--- src/rtl/comp_pkg.sv ---
// rtl/comp_pkg.sv - shared state encoding and size helpers for the iterative comparator
package comp_pkg;

    typedef enum logic [1:0] {
        IDLE    = 2'd0,
        COMPARE = 2'd1,
        DONE    = 2'd2
    } comp_state_e;

    function automatic int calc_ndig(input int width, input int digit);
        return width / digit;
    endfunction

    // Index width never drops below one bit so NDIG == 1 still has a legal idx register.
    function automatic int calc_idx_w(input int ndig);
        int w;
        w = 0;
        for (int i = 0; i < 32; i++) begin
            if ((1 << w) < ndig) begin
                w = w + 1;
            end
        end
        return (w < 1) ? 1 : w;
    endfunction

endpackage

--- src/rtl/comp_iter_n_bit_if.sv ---
// rtl/comp_iter_n_bit_if.sv - operand/result handshake bundle for the iterative comparator
interface comp_iter_n_bit_if
    import comp_pkg::*;
#(
    parameter int WIDTH = 16,
    parameter int DIGIT = 4
);
    localparam int CNT_W = calc_idx_w(calc_ndig(WIDTH, DIGIT)) + 1;

    logic             start_valid;
    logic             start_ready;
    logic [WIDTH-1:0] a;
    logic [WIDTH-1:0] b;
    logic             signed_mode;
    logic             res_valid;
    logic             res_ready;
    logic             gt;
    logic             eq;
    logic             lt;
    logic [CNT_W-1:0] cycles;

    modport master (
        output start_valid, a, b, signed_mode, res_ready,
        input  start_ready, res_valid, gt, eq, lt, cycles
    );

    modport slave (
        input  start_valid, a, b, signed_mode, res_ready,
        output start_ready, res_valid, gt, eq, lt, cycles
    );

endinterface

--- src/rtl/comp_digit.sv ---
// rtl/comp_digit.sv - combinational DIGIT-bit unsigned slice comparator
module comp_digit #(
    parameter int DIGIT = 4
) (
    input  logic [DIGIT-1:0] a,
    input  logic [DIGIT-1:0] b,
    output logic             gt,
    output logic             eq,
    output logic             lt
);
    assign gt = (a > b);
    assign lt = (a < b);
    assign eq = (a == b);
endmodule

--- src/rtl/comp_iter_n_bit.sv ---
// rtl/comp_iter_n_bit.sv - MSB-first slice-serial magnitude comparator with early exit
module comp_iter_n_bit
    import comp_pkg::*;
#(
    parameter int WIDTH     = 16,
    parameter int DIGIT     = 4,
    parameter bit SIGNED_EN = 1'b1
) (
    input  logic                clk,
    input  logic                rst_n,
    comp_iter_n_bit_if.slave    bus
);
    localparam int NDIG  = calc_ndig(WIDTH, DIGIT);
    localparam int IDX_W = calc_idx_w(NDIG);
    localparam int CNT_W = IDX_W + 1;
    localparam logic [IDX_W-1:0] IDX_TOP = IDX_W'(NDIG - 1);
    localparam logic [WIDTH-1:0] MSB_MASK = WIDTH'(1) << (WIDTH - 1);

    comp_state_e      state_q, state_d;
    logic [WIDTH-1:0] a_q, a_d, b_q, b_d;
    logic [IDX_W-1:0] idx_q, idx_d;
    logic [CNT_W-1:0] cnt_q, cnt_d, cycles_q, cycles_d;
    logic             gt_q, gt_d, eq_q, eq_d, lt_q, lt_d;

    logic [WIDTH-1:0] flip_mask;
    logic [DIGIT-1:0] slice_a, slice_b;
    logic             sl_gt, sl_eq, sl_lt;

    // Flipping both sign bits maps two's-complement order onto unsigned order.
    assign flip_mask = (SIGNED_EN && bus.signed_mode) ? MSB_MASK : '0;

    assign slice_a = DIGIT'(a_q >> (DIGIT * int'(idx_q)));
    assign slice_b = DIGIT'(b_q >> (DIGIT * int'(idx_q)));

    comp_digit #(.DIGIT(DIGIT)) u_digit (
        .a  (slice_a),
        .b  (slice_b),
        .gt (sl_gt),
        .eq (sl_eq),
        .lt (sl_lt)
    );

    always_comb begin
        state_d  = state_q;
        a_d      = a_q;
        b_d      = b_q;
        idx_d    = idx_q;
        cnt_d    = cnt_q;
        cycles_d = cycles_q;
        gt_d     = gt_q;
        eq_d     = eq_q;
        lt_d     = lt_q;
        case (state_q)
            IDLE: begin
                if (bus.start_valid) begin
                    a_d     = bus.a ^ flip_mask;
                    b_d     = bus.b ^ flip_mask;
                    idx_d   = IDX_TOP;
                    cnt_d   = '0;
                    state_d = COMPARE;
                end
            end
            COMPARE: begin
                cnt_d = cnt_q + 1'b1;
                if (sl_gt || sl_lt || idx_q == '0) begin
                    gt_d     = sl_gt;
                    lt_d     = sl_lt;
                    eq_d     = sl_eq;
                    cycles_d = cnt_q + 1'b1;
                    state_d  = DONE;
                end else begin
                    idx_d = idx_q - 1'b1;
                end
            end
            DONE: begin
                if (bus.res_ready) begin
                    gt_d     = 1'b0;
                    eq_d     = 1'b0;
                    lt_d     = 1'b0;
                    cycles_d = '0;
                    state_d  = IDLE;
                end
            end
            default: state_d = IDLE;
        endcase
    end

    always_ff @(posedge clk or negedge rst_n) begin
        if (!rst_n) begin
            state_q  <= IDLE;
            a_q      <= '0;
            b_q      <= '0;
            idx_q    <= '0;
            cnt_q    <= '0;
            cycles_q <= '0;
            gt_q     <= 1'b0;
            eq_q     <= 1'b0;
            lt_q     <= 1'b0;
        end else begin
            state_q  <= state_d;
            a_q      <= a_d;
            b_q      <= b_d;
            idx_q    <= idx_d;
            cnt_q    <= cnt_d;
            cycles_q <= cycles_d;
            gt_q     <= gt_d;
            eq_q     <= eq_d;
            lt_q     <= lt_d;
        end
    end

    assign bus.start_ready = (state_q == IDLE);
    assign bus.res_valid   = (state_q == DONE);
    assign bus.gt          = gt_q;
    assign bus.eq          = eq_q;
    assign bus.lt          = lt_q;
    assign bus.cycles      = cycles_q;

endmodule

--- src/flat_wrapper.sv ---
// flat-port wrapper written by rule: the top's interface ports become plain ports
module comp_iter_n_bit_flat import comp_pkg::*;
#(
    parameter int WIDTH     = 16,
    parameter int DIGIT     = 4,
    parameter bit SIGNED_EN = 1'b1
)
  (clk, rst_n, bus_start_valid, bus_a, bus_b, bus_signed_mode, bus_res_ready, bus_start_ready, bus_res_valid, bus_gt, bus_eq, bus_lt, bus_cycles);
  comp_iter_n_bit_if #(.WIDTH(WIDTH), .DIGIT(DIGIT)) bus_i ();
  input  logic clk;
  input  logic rst_n;
  input wire logic [$bits(bus_i.start_valid)-1:0] bus_start_valid;
  input wire logic [$bits(bus_i.a)-1:0] bus_a;
  input wire logic [$bits(bus_i.b)-1:0] bus_b;
  input wire logic [$bits(bus_i.signed_mode)-1:0] bus_signed_mode;
  input wire logic [$bits(bus_i.res_ready)-1:0] bus_res_ready;
  output wire logic [$bits(bus_i.start_ready)-1:0] bus_start_ready;
  output wire logic [$bits(bus_i.res_valid)-1:0] bus_res_valid;
  output wire logic [$bits(bus_i.gt)-1:0] bus_gt;
  output wire logic [$bits(bus_i.eq)-1:0] bus_eq;
  output wire logic [$bits(bus_i.lt)-1:0] bus_lt;
  output wire logic [$bits(bus_i.cycles)-1:0] bus_cycles;
  assign bus_i.start_valid = bus_start_valid;
  assign bus_i.a = bus_a;
  assign bus_i.b = bus_b;
  assign bus_i.signed_mode = bus_signed_mode;
  assign bus_i.res_ready = bus_res_ready;
  assign bus_start_ready = bus_i.start_ready;
  assign bus_res_valid = bus_i.res_valid;
  assign bus_gt = bus_i.gt;
  assign bus_eq = bus_i.eq;
  assign bus_lt = bus_i.lt;
  assign bus_cycles = bus_i.cycles;
  comp_iter_n_bit #(.WIDTH(WIDTH), .DIGIT(DIGIT), .SIGNED_EN(SIGNED_EN)) u_core (.clk(clk), .rst_n(rst_n), .bus(bus_i));
endmodule
--- config.mk ---
export PLATFORM = sky130hd
export DESIGN_NAME = comp_iter_n_bit_flat
export DESIGN_NICKNAME = d
export VERILOG_FILES = /design/src/rtl/comp_pkg.sv /design/src/rtl/comp_iter_n_bit_if.sv /design/src/rtl/comp_digit.sv /design/src/rtl/comp_iter_n_bit.sv /design/src/flat_wrapper.sv
export SDC_FILE = /design/constraint.sdc
export NUM_CORES = 1
export LEC_CHECK = 0
export BUFFER_PORTS_ARGS = -buffer_cell sky130_fd_sc_hd__buf_4
export CAP_MARGIN = 20
export CORE_ASPECT_RATIO = 1.75
export CORE_MARGIN = 2
export CORE_UTILIZATION = 38
export DETAILED_ROUTE_END_ITERATION = 16
export GPL_TIMING_DRIVEN = 0
export SLEW_MARGIN = 20
export SYNTH_ARGS = -nofsm -noshare
export SYNTH_HDL_FRONTEND = slang
export SYNTH_HIERARCHICAL = 1
export SYNTH_SLANG_ARGS = --single-unit
export TNS_END_PERCENT = 10
--- constraint.sdc ---
create_clock -name clk -period 4.5 [get_ports clk]
set_clock_uncertainty 0.2 [all_clocks]
set_input_delay 0.45 -clock clk [delete_from_list [all_inputs] [get_ports clk]]
set_output_delay 0.45 -clock clk [all_outputs]
set_load 0.02 [all_outputs]
==> summary.txt, run 1 <==
Run status
  • Status: complete, no violations

Setup path
  • WP data required: 4490 ps
  • R2R cell count: 9
  • Setup CP Type: reg2reg
  • Worst r2r src: u_core/idx_q[1]
  • CP Capture Type: flop
  • Startpoint Class: flop
  • RR Endpoint: u_core/bus.cycles[2]
  • Max Fanout on Critical Path: 10
  • R2R setup slack: 1340 ps
  • WP data arrival: 3140 ps

Clock network
  • Worst skew pair latency: 290 ps
  • Clock transition at path regs: 80 ps
  • Clk buf depth: 2
  • H-tree Lvls: 2
  • Setup bufs post-CTS: 0
  • CTS Hold Bufs: 1
  • Clock sinks: 45
  • Post-CTS Resized: 0
  • Root Driver: clkbuf_8
  • CTS tree: done
  • Num CTS Buffers: 5

Placement
  • Setup Slack @ Placement: 1330 ps
  • Placer Congestion: 0.754
  • Port bufs: 44
  • Dpl hpwl: 3150 microns

Synth
  • Seq/Total Area, Yosys: 0.512
  • Mux cell area share after synthesis: 0.241
  • Mapped Area: 2200 sq um
  • Post-Synth Adder-Cell Area: 0.0341
  • Seq cells post-synth: 45
  • Most common cell in the synthesized netlist: dfrtp_1
  • Compound-Gate Fraction of Synth Area: 0.0990
  • Post-Synth Simple-Gate Area: 0.0643
  • Post-Synth XOR/XNOR Area: 0.0120
  • Most instantiated cells after synthesis: dfrtp_1, mux2_2, nor2_1
  • Post-synth ARST share: 1.00
  • Most area-hungry cell type in the Yosys netlist: dfrtp_1
  • Combinational family with the most area after synthesis: multiplexers
  • Post-Synthesis Cells: 160
  • Post-synth top area share: 0.512
  • Avg Cell Area, Syn: 13.7 sq um
  • Top cells by area, synth: dfrtp_1, mux2_2, mux4_2, ha_1, a21o_1
  • Syn Nets: 203
  • Primary FF master, synth: dfrtp_1
  • Number of flops mapped to enable cells by yosys: 0
  • Distinct cells, synth: 35
  • Yosys warning count: 6

Die
  • # IOs: 45
  • Core ar.: 5590 sq um
  • Die ar.: 6430 sq um
  • Row cnt: 36
  • Starting density of the core: 0.394
  • Die Wd: 61.5 microns
  • DIE HEIGHT: 105 microns

Final layout
  • Area Overhead vs Synth: 24.4%
  • Layout cells sized above 1: 0.488
  • Ant diodes: 0
  • NumNets Final: 255

Routing
  • DR WL met2: 2330 microns
  • Routed WL per cell: 14.3 microns
  • DRT Pass-1 Iters: 6
  • Routed wire length: 4140 microns
  • Post-route DRC: 0
  • DR top layer: met4
  • Drt via density: 4.97
  • Initial drt markers: 43
  • Vias: 1437
  • Antenna-violating nets left: 0
  • M1 WL: 1610 microns
  • Metal3 WL: 129 microns

Timing
  • Minimum clock period: 3160 ps
  • Slew Viols, Final: 0
  • RSZ-0062 raised after global routing: no
  • Worst slew margin: 0.579
  • Final Setup Violations: 0
  • Hold Fails Final Rpt: 0
  • Period utilization: 0.701
  • Setup TNS: 0 ps
  • Tightest Pin Transition: 632 ps
  • Worst setup margin: 1340 ps
  • Fmax: 317 MHz

Hold path
  • Hold path endpoint: u_core/state_q[1]
  • Hold Path Class: in2reg
  • Hold path depth: 2
  • Hold Crit Start: bus_res_ready

GRT
  • Number of global-route vias before repair: 1478
  • First-pass GRT wire length: 6930 microns
  • GRT Resource Usage Total: 0.146
  • GR Overflow Total: 0
  • Largest net degree at the start of global routing: 46
  • Initial antenna violation count: 0

Job
  • Max-Cap Viols: 0

Power and ir drop
  • LEAKAGE: 1.28 nW
  • Max IR drop VDD: 0.000247 V
  • Cell Pwr Density: 720 nW/um^2
-- critical path, cell delays in order (launching register included) --
cell and delay, ps:
dfrtp_1 320, clkbuf_1 490, mux4_2 450, ha_1 330, nor2b_4 160, o21bai_4 60
and2_1 160, nor3_1 380, nor2_1 190, o221a_2 300
-- power breakdown --
part           leakage, nW  internal, W  total (W)  switching, W
sequential           0.534     0.000601   0.000698     0.0000962
combinational        0.692     0.000536    0.00100      0.000467
clock               0.0542     0.000139   0.000269      0.000131
total                 1.28      0.00128    0.00197      0.000694
-- routing by layer --
| metal | global-route usage | vias to the layer above |
|---|---|---|
| met5 | 0 | - |
| met4 | 0.0547 | 0 |
| met3 | 0.0334 | 6 |
| met2 | 0.247 | 32 |
| met1 | 0.172 | 708 |
| li1 | - | 691 |
-- cells in the final DEF, fill, tap and decap left out, drive strengths merged, types with 4 or more instances in the layout --
cell type and count:
a21o 6, a21oi 6, ha 6, mux4 8, o221a 4, dfrtp 45, nor2 9, inv 7
clkbuf 8, nor3 4, nand2 5, mux2 31, buf 51
-- cell type report --
class	instances	area (sq um)
buffer	8	56.3
clock buffer	7	96.3
clock inverter	1	5.00
fill	560	2850
inverter	7	26.3
multi-input combinational	100	990
sequential	45	1130
tap	76	95.1
timing repair buffer	45	340
-- metrics by stage --
step	total power, W	std cells	cell area [sq um]	utilization	hold slack, ps
3_5_place_dp	0.00172	280	2620	0.470	281
3_3_place_gp	0.00170	280	2620	0.470	262
4_1_cts	0.00200	289	2740	0.490	122
5_1_grt	0.00214	289	2740	0.490	133
2_1_floorplan	0.00147	160	2200	-	-45.6
6_report	0.00197	289	2740	0.490	127
-- worst max path at each step --
stage                     from                   end  slack, ps  depth (start not counted)
2_1_floorplan  u_core/idx_q[0]  u_core/bus.cycles[1]       1720                          9
3_3_place_gp   u_core/idx_q[1]         u_core/bus.eq       1410                          9
3_5_place_dp   u_core/idx_q[1]         u_core/bus.eq       1330                          9
4_1_cts        u_core/idx_q[1]         u_core/bus.eq       1350                          9
5_1_grt        u_core/idx_q[1]         u_core/bus.eq       1100                          9
6_report       u_core/idx_q[1]  u_core/bus.cycles[2]       1340                          9
-- sequential cells by signal, summed over array words and instances (netlist names) --
register	cells
u_core/bus.cycles	3
u_core/cnt_q	3
u_core/state_q	2
u_core/bus.eq	1
u_core/bus.gt	1
u_core/b_q	16
u_core/bus.lt	1
u_core/a_q	16
u_core/idx_q	2
-- cell families after synthesis --
kind of cell	count (synthesis)
multiplexers	39
adder cells (fa/ha/maj)	6
AO/OA/AOI/OAI	26
flip-flops	45
AND/OR/NAND/NOR	26
buffers and inverters	15
XOR/XNOR	3
Note: power is estimated with default switching activity, not from simulation.
==> run 2: changes to the inputs <==
==> constraint.sdc (replaced) <==
create_clock -name clk -period 3.3 [get_ports clk]
set_clock_uncertainty 0.2 [all_clocks]
set_input_delay 0.33 -clock clk [delete_from_list [all_inputs] [get_ports clk]]
set_output_delay 0.33 -clock clk [all_outputs]
set_load 0.02 [all_outputs]
==> run 2 against run 1 <==
Net effect: sequential cell count stayed put; cell area hardly changed; sequential power is 37% higher; critical endpoint is now u_core/bus.eq.
==> summary.txt, run 2 (synthesis gave the netlist of run 1 again) <==
Routing
  • Routed wire length: 4160 microns (was 4140 microns)
  • Metal3 WL: 132 microns (was 129 microns)
  • Vias: 1434 (was 1437)
  • Drt via density: 4.98 (was 4.97)
  • DR top layer: met4 (unchanged)
  • Antenna-violating nets left: 0 (unchanged)
  • Initial drt markers: 42 (was 43)
  • Post-route DRC: 0 (unchanged)
  • Routed WL per cell: 14.4 microns (was 14.3 microns)
  • DRT Pass-1 Iters: 6 (unchanged)
  • DR WL met2: 2340 microns (was 2330 microns)
  • M1 WL: 1610 microns (unchanged)

Power and ir drop
  • Net load switching power: 0.000952 W (was 0.000694 W)
  • PnR Total Power: 0.00270 W (was 0.00197 W)
  • Max IR drop VDD: 0.000342 V (was 0.000247 V)
  • Reg power frac: 0.354 (about the same)
  • Clock share of power: 0.136 (was 0.137)
  • Combinational Power Share: 0.510 (was 0.509)
  • Internal: 0.00175 W (was 0.00128 W)
  • LEAKAGE: 1.28 nW (about the same)
  • Cell Pwr Density: 987 nW/um^2 (was 720 nW/um^2)
  • Switching Share: 0.353 (was 0.352)

Timing
  • Final Setup Violations: 0 (unchanged)
  • Period utilization: 0.934 (was 0.701)
  • Setup TNS: 0 ps (unchanged)
  • Worst setup margin: 219 ps (was 1340 ps)
  • RSZ-0062 raised after global routing: no (unchanged)
  • Slew Viols, Final: 0 (unchanged)
  • WHS: 5.88 ps (was 127 ps)
  • Tightest Pin Transition: 563 ps (was 632 ps)
  • Worst slew margin: 0.625 (was 0.579)
  • Minimum clock period: 3080 ps (was 3160 ps)
  • Fmax: 325 MHz (was 317 MHz)
  • Hold Fails Final Rpt: 0 (unchanged)

GRT
  • Initial antenna violation count: 0 (unchanged)
  • GR Overflow Total: 0 (unchanged)
  • First-pass GRT wire length: 6930 microns (unchanged)
  • Largest net degree at the start of global routing: 46 (unchanged)
  • Number of global-route vias before repair: 1478 (unchanged)
  • GRT Resource Usage Total: 0.146 (unchanged)

Setup path
  • Slowest cell on the critical path: mux4_2 (was clkbuf_1)
  • WP data required: 3340 ps (was 4490 ps)
  • WP data arrival: 3120 ps (was 3140 ps)
  • CP Capture Type: flop (unchanged)
  • Startpoint Class: flop (unchanged)
  • Max incr delay on CP: 600 ps (was 490 ps)
  • Buffers plus inverters on the worst setup path: 1 (unchanged)
  • Max Fanout on Critical Path: 10 (unchanged)
  • Setup CP Type: reg2reg (unchanged)
  • Cell chain of the critical path: buf_2 > mux4_2 > ha_1 > nor2b_4 > o21bai_4 > and2_1 > or3_1 > nand2_1 > o221a_2 (was clkbuf_1 > mux4_2 > ha_1 > nor2b_4 > o21bai_4 > and2_1 > nor3_1 > nor2_1 > o221a_2)
  • Top delay family on crit path: simple AND/OR/NAND/NOR gates (unchanged)

Clock network
  • Num CTS Buffers: 5 (unchanged)
  • Root Driver: clkbuf_8 (unchanged)
  • Setup bufs post-CTS: 0 (unchanged)
  • Worst skew pair latency: 290 ps (about the same)
  • Clock transition at path regs: 80 ps (about the same)
  • Clock sinks: 45 (unchanged)
  • Clk buf depth: 2 (unchanged)
  • CTS tree: done (unchanged)
  • H-tree Lvls: 2 (unchanged)

Final layout
  • Most frequent cells in the layout: dfrtp_1, buf_4, mux2_2 (unchanged)
  • Area Overhead vs Synth: 24.5% (was 24.4%)
  • Layout cells sized above 1: 0.495 (was 0.488)
  • NumNets Final: 254 (was 255)
  • Biggest regs: u_core/a_q (16), u_core/b_q (16) (unchanged)
  • Filler cell count: 559 (was 560)
  • Most common cell after layout, fill and taps aside: dfrtp_1 (unchanged)
  • Ant diodes: 0 (unchanged)

Die
  • Die ar.: 6430 sq um (unchanged)
  • Starting density of the core: 0.394 (unchanged)
  • # IOs: 45 (unchanged)
  • Core ar.: 5590 sq um (unchanged)
  • Die Wd: 61.5 microns (unchanged)
  • Row cnt: 36 (unchanged)
  • DIE HEIGHT: 105 microns (unchanged)

Run status
  • Status: complete, no violations (unchanged)

Hold path
  • Hold Path Class: in2reg (unchanged)

Placement
  • Dpl hpwl: 3150 microns (unchanged)
  • Port bufs: 44 (unchanged)
  • Placer Congestion: 0.754 (unchanged)
  • Setup Slack @ Placement: 126 ps (was 1330 ps)

Job
  • Max-Cap Viols: 0 (unchanged)
-- run 2: cell types whose count changed in the layout (fill, tap and decap cells not counted), sizes merged --
cell and change:
clkbuf -1
-- run 2: power groups by stage --
stage	sequential [W]	combinational, W	clock, W
floorplan	0.000961	0.00104	0
global placement	0.000960	0.00136	0
detailed placement	0.000968	0.00138	0
CTS	0.000955	0.00139	0.000387
global route	0.000988	0.00153	0.000409
finish	0.000955	0.00138	0.000368
-- run 2: final timing paths --
path | startpoint | cells after the start | endpoint | slack [ps]
max in group asynchronous | rst_n | 2 | u_core/b_q[12] | 2140
min in group asynchronous | rst_n | 2 | u_core/cnt_q[0] | 360
worst max register to register | u_core/idx_q[0] | 9 | u_core/bus.eq | 220
worst min register to register | u_core/b_q[10] | 1 | u_core/b_q[10] | 290
worst max-delay path | u_core/idx_q[0] | 9 | u_core/bus.eq | 220
worst min-delay path | bus_res_ready | 2 | u_core/state_q[1] | 6
-- run 2: layout make-up --
type | instances | area (sq um) | area share
flip-flops and latches | 45 | 1130 | 0.412
plain buffers | 7 | 52.6 | 0.0192
clock buffers | 7 | 96.3 | 0.0352
well taps | 76 | 95.1 | 0.0348
repair buffers | 45 | 340 | 0.124
multi-input cells | 100 | 995 | 0.364
inverters | 7 | 26.3 | 0.00960
clock inverters | 1 | 5.00 | 0.00183
-- run 2: metal layers --
layer	vias up	track usage
met4	0	0.0547
met1	706	0.172
met3	6	0.0334
li1	689	-
met2	33	0.247
met5	-	0
-- run 2: what timing repair did --
| item | 4_1_cts | 5_1_grt |
|---|---|---|
| hold buffers | 1 | 0 |
| gates resized for setup | 0 | 1 |
| endpoints found under the hold margin | 45 | 0 |
| setup endpoints to repair | 0 | 5 |
-- run 2: per-stage QoR --
step / util / instance area, sq um / instances
2_1_floorplan: - / 2200 / 160
3_3_place_gp: 0.470 / 2620 / 280
3_5_place_dp: 0.470 / 2620 / 280
4_1_cts: 0.490 / 2740 / 289
5_1_grt: 0.490 / 2740 / 288
6_report: 0.490 / 2740 / 288
==> run 3: changes to the inputs <==
--- a/config.mk
+++ b/config.mk
@@ -5,12 +5,12 @@
 export SDC_FILE = /design/constraint.sdc
 export NUM_CORES = 1
 export LEC_CHECK = 0
-export BUFFER_PORTS_ARGS = -buffer_cell sky130_fd_sc_hd__buf_4
 export CAP_MARGIN = 20
 export CORE_ASPECT_RATIO = 1.75
 export CORE_MARGIN = 2
 export CORE_UTILIZATION = 38
 export DETAILED_ROUTE_END_ITERATION = 16
+export DONT_BUFFER_PORTS = 1
 export GPL_TIMING_DRIVEN = 0
 export SLEW_MARGIN = 20
 export SYNTH_ARGS = -nofsm -noshare
==> run 3 against run 2 <==
Net effect: via count down 1.3%; hold slack better by 21 ps; routed wire length up 6.6%; critical endpoint is now u_core/bus.lt; critical path type unchanged.
==> summary.txt, run 3 (synthesis gave the netlist of run 1 again) <==
Die
  • Die Wd: 61.5 microns (unchanged)
  • Starting density of the core: 0.394 (unchanged)
  • Row cnt: 36 (unchanged)
  • DIE HEIGHT: 105 microns (unchanged)
  • Die ar.: 6430 sq um (unchanged)
  • Core ar.: 5590 sq um (unchanged)
  • # IOs: 45 (unchanged)

Final layout
  • Layout Utilization: 0.494 (was 0.490)
  • Most frequent cells in the layout: dfrtp_1, dlygate4sd3_1, mux2_2 (was dfrtp_1, buf_4, mux2_2)
  • Area Overhead vs Synth: 25.4% (was 24.5%)
  • Design area: 2760 sq um (was 2740 sq um)
  • Layout cells sized above 1: 0.300 (was 0.495)
  • Ant diodes: 0 (unchanged)
  • Most common cell after layout, fill and taps aside: dfrtp_1 (unchanged)
  • Filler cell count: 538 (was 559)
  • Area of the multi-input gates: 990 sq um (was 995 sq um)
  • Biggest regs: u_core/a_q (16), u_core/b_q (16) (unchanged)
  • NumNets Final: 242 (was 254)
  • Register area: 1130 sq um (unchanged)

Timing
  • Final Setup Violations: 0 (unchanged)
  • Tightest Pin Transition: 495 ps (was 563 ps)
  • WHS: 26.6 ps (was 5.88 ps)
  • Period utilization: 0.918 (was 0.934)
  • Fmax: 330 MHz (was 325 MHz)
  • Hold Fails Final Rpt: 0 (unchanged)
  • Worst slew margin: 0.670 (was 0.625)
  • RSZ-0062 raised after global routing: no (unchanged)
  • Setup TNS: 0 ps (unchanged)
  • Minimum clock period: 3030 ps (was 3080 ps)
  • Slew Viols, Final: 0 (unchanged)

Hold path
  • Hold path depth: 2 (unchanged)
  • Hold Crit Start: bus_a[15] (was bus_res_ready)
  • Hold Path Class: in2reg (unchanged)
  • Hold path endpoint: u_core/a_q[15] (was u_core/state_q[1])

Job
  • Max-Cap Viols: 0 (unchanged)

Power and ir drop
  • Net load switching power: 0.000949 W (was 0.000952 W)
  • Max IR drop VDD: 0.000416 V (was 0.000342 V)
  • Clock share of power: 0.156 (was 0.136)
  • Cell Pwr Density: 980 nW/um^2 (was 987 nW/um^2)
  • Internal: 0.00175 W (about the same)
  • Switching Share: 0.351 (was 0.353)
  • LEAKAGE: 1.21 nW (was 1.28 nW)
  • PnR Total Power: 0.00270 W (about the same)
  • Combinational Power Share: 0.471 (was 0.510)
  • Reg power frac: 0.373 (was 0.354)

Setup path
  • RR Endpoint: u_core/bus.lt (was u_core/bus.eq)
  • Max Fanout on Critical Path: 10 (unchanged)
  • R2R cell count: 9 (unchanged)
  • R2R setup slack: 270 ps (was 220 ps)
  • Startpoint Class: flop (unchanged)
  • WP data required: 3280 ps (was 3340 ps)
  • CP Capture Type: flop (unchanged)
  • Worst r2r src: u_core/idx_q[0] (unchanged)
  • WP data arrival: 3010 ps (was 3120 ps)
  • Setup CP Type: reg2reg (unchanged)

Clock network
  • CTS tree: done (unchanged)
  • Num CTS Buffers: 5 (unchanged)
  • Clock sinks: 45 (unchanged)
  • Clock transition at path regs: 80 ps (about the same)
  • Clk buf depth: 2 (unchanged)
  • Worst skew pair latency: 290 ps (about the same)
  • H-tree Lvls: 2 (unchanged)
  • Setup bufs post-CTS: 0 (unchanged)
  • Root Driver: clkbuf_8 (unchanged)

Routing
  • Drt via density: 5.13 (was 4.98)
  • Initial drt markers: 58 (was 42)
  • Routed wire length: 4430 microns (was 4160 microns)
  • DRT Pass-1 Iters: 4 (was 6)
  • Post-route DRC: 0 (unchanged)
  • Routed WL per cell: 16.1 microns (was 14.4 microns)
  • Antenna-violating nets left: 0 (unchanged)
  • Vias: 1416 (was 1434)

GRT
  • First-pass GRT wire length: 7560 microns (was 6930 microns)
  • Number of global-route vias before repair: 1586 (was 1478)
  • Initial antenna violation count: 0 (unchanged)
  • GR Overflow Total: 0 (unchanged)
  • Largest net degree at the start of global routing: 46 (unchanged)
  • GRT Resource Usage Total: 0.159 (was 0.146)

Placement
  • Placed inst area: 2290 sq um (was 2620 sq um)
  • Placer Congestion: 0.791 (was 0.754)
  • Port bufs: 0 (was 44)
  • Dpl hpwl: 3220 microns (was 3150 microns)

Run status
  • Status: complete, no violations (unchanged)
-- run 3: timing repair --
item                                   in CTS  in global routing
gates resized for setup                     0                  1
hold buffers                               33                  0
setup endpoints to repair                   0                  4
endpoints found under the hold margin      76                  0
-- run 3: worst max path at each step --
stage                          startpoint  slack [ps]  depth (start not counted)              endpoint
after floorplan           u_core/idx_q[0]         520                          9  u_core/bus.cycles[1]
after global placement    u_core/idx_q[1]         230                          9         u_core/bus.eq
after detailed placement  u_core/idx_q[1]         130                          9         u_core/bus.lt
after CTS                 u_core/idx_q[1]         110                          9         u_core/bus.lt
after global routing      u_core/idx_q[0]         100                          9         u_core/bus.lt
final                     u_core/idx_q[0]         270                          9         u_core/bus.lt
-- run 3: area by class of cell --
class,instances,share of cell area
Buffer,7,0.0200
Clock inverter,1,0.0109
Sequential cell,45,0.409
Clock buffer,7,0.0313
Timing Repair Buffer,33,0.126
Inverter,7,0.00953
Tap cell,76,0.0345
Multi-Input combinational cell,100,0.359
-- run 3: metrics by stage --
step                setup slack, ps  instances
floorplan                       520        160
global route                   95.4        276
global placement                234        236
detailed placement              128        236
finish                          270        276
CTS                             111        277
-- run 3: worst max-delay path, cell delays in order (launching register included) --
cell      delay, ps
dfrtp_1         330
clkbuf_4        260
mux4_2          560
ha_1            320
nor2b_4         160
o21bai_4         60
and2_1          160
nor3_1          380
nor2_1          180
o221a_2         300
-- run 3: power by group through the flow --
stage	Sequential, W	Combinational (W)	Clock, W
global placement	0.000993	0.00119	0
global route	0.00105	0.00141	0.000464
finish	0.00101	0.00127	0.000421
CTS	0.00100	0.00129	0.000435
floorplan	0.000961	0.00104	0
detailed placement	0.00102	0.00124	0
-- run 3: per-layer routing --
layer  track usage  wire (microns)  vias to the layer above
met5             0               0                        -
met4        0.0547              62                        0
met3        0.0334             194                        5
met2         0.283            2570                       36
met1         0.175            1600                      716
li1              -               -                      659
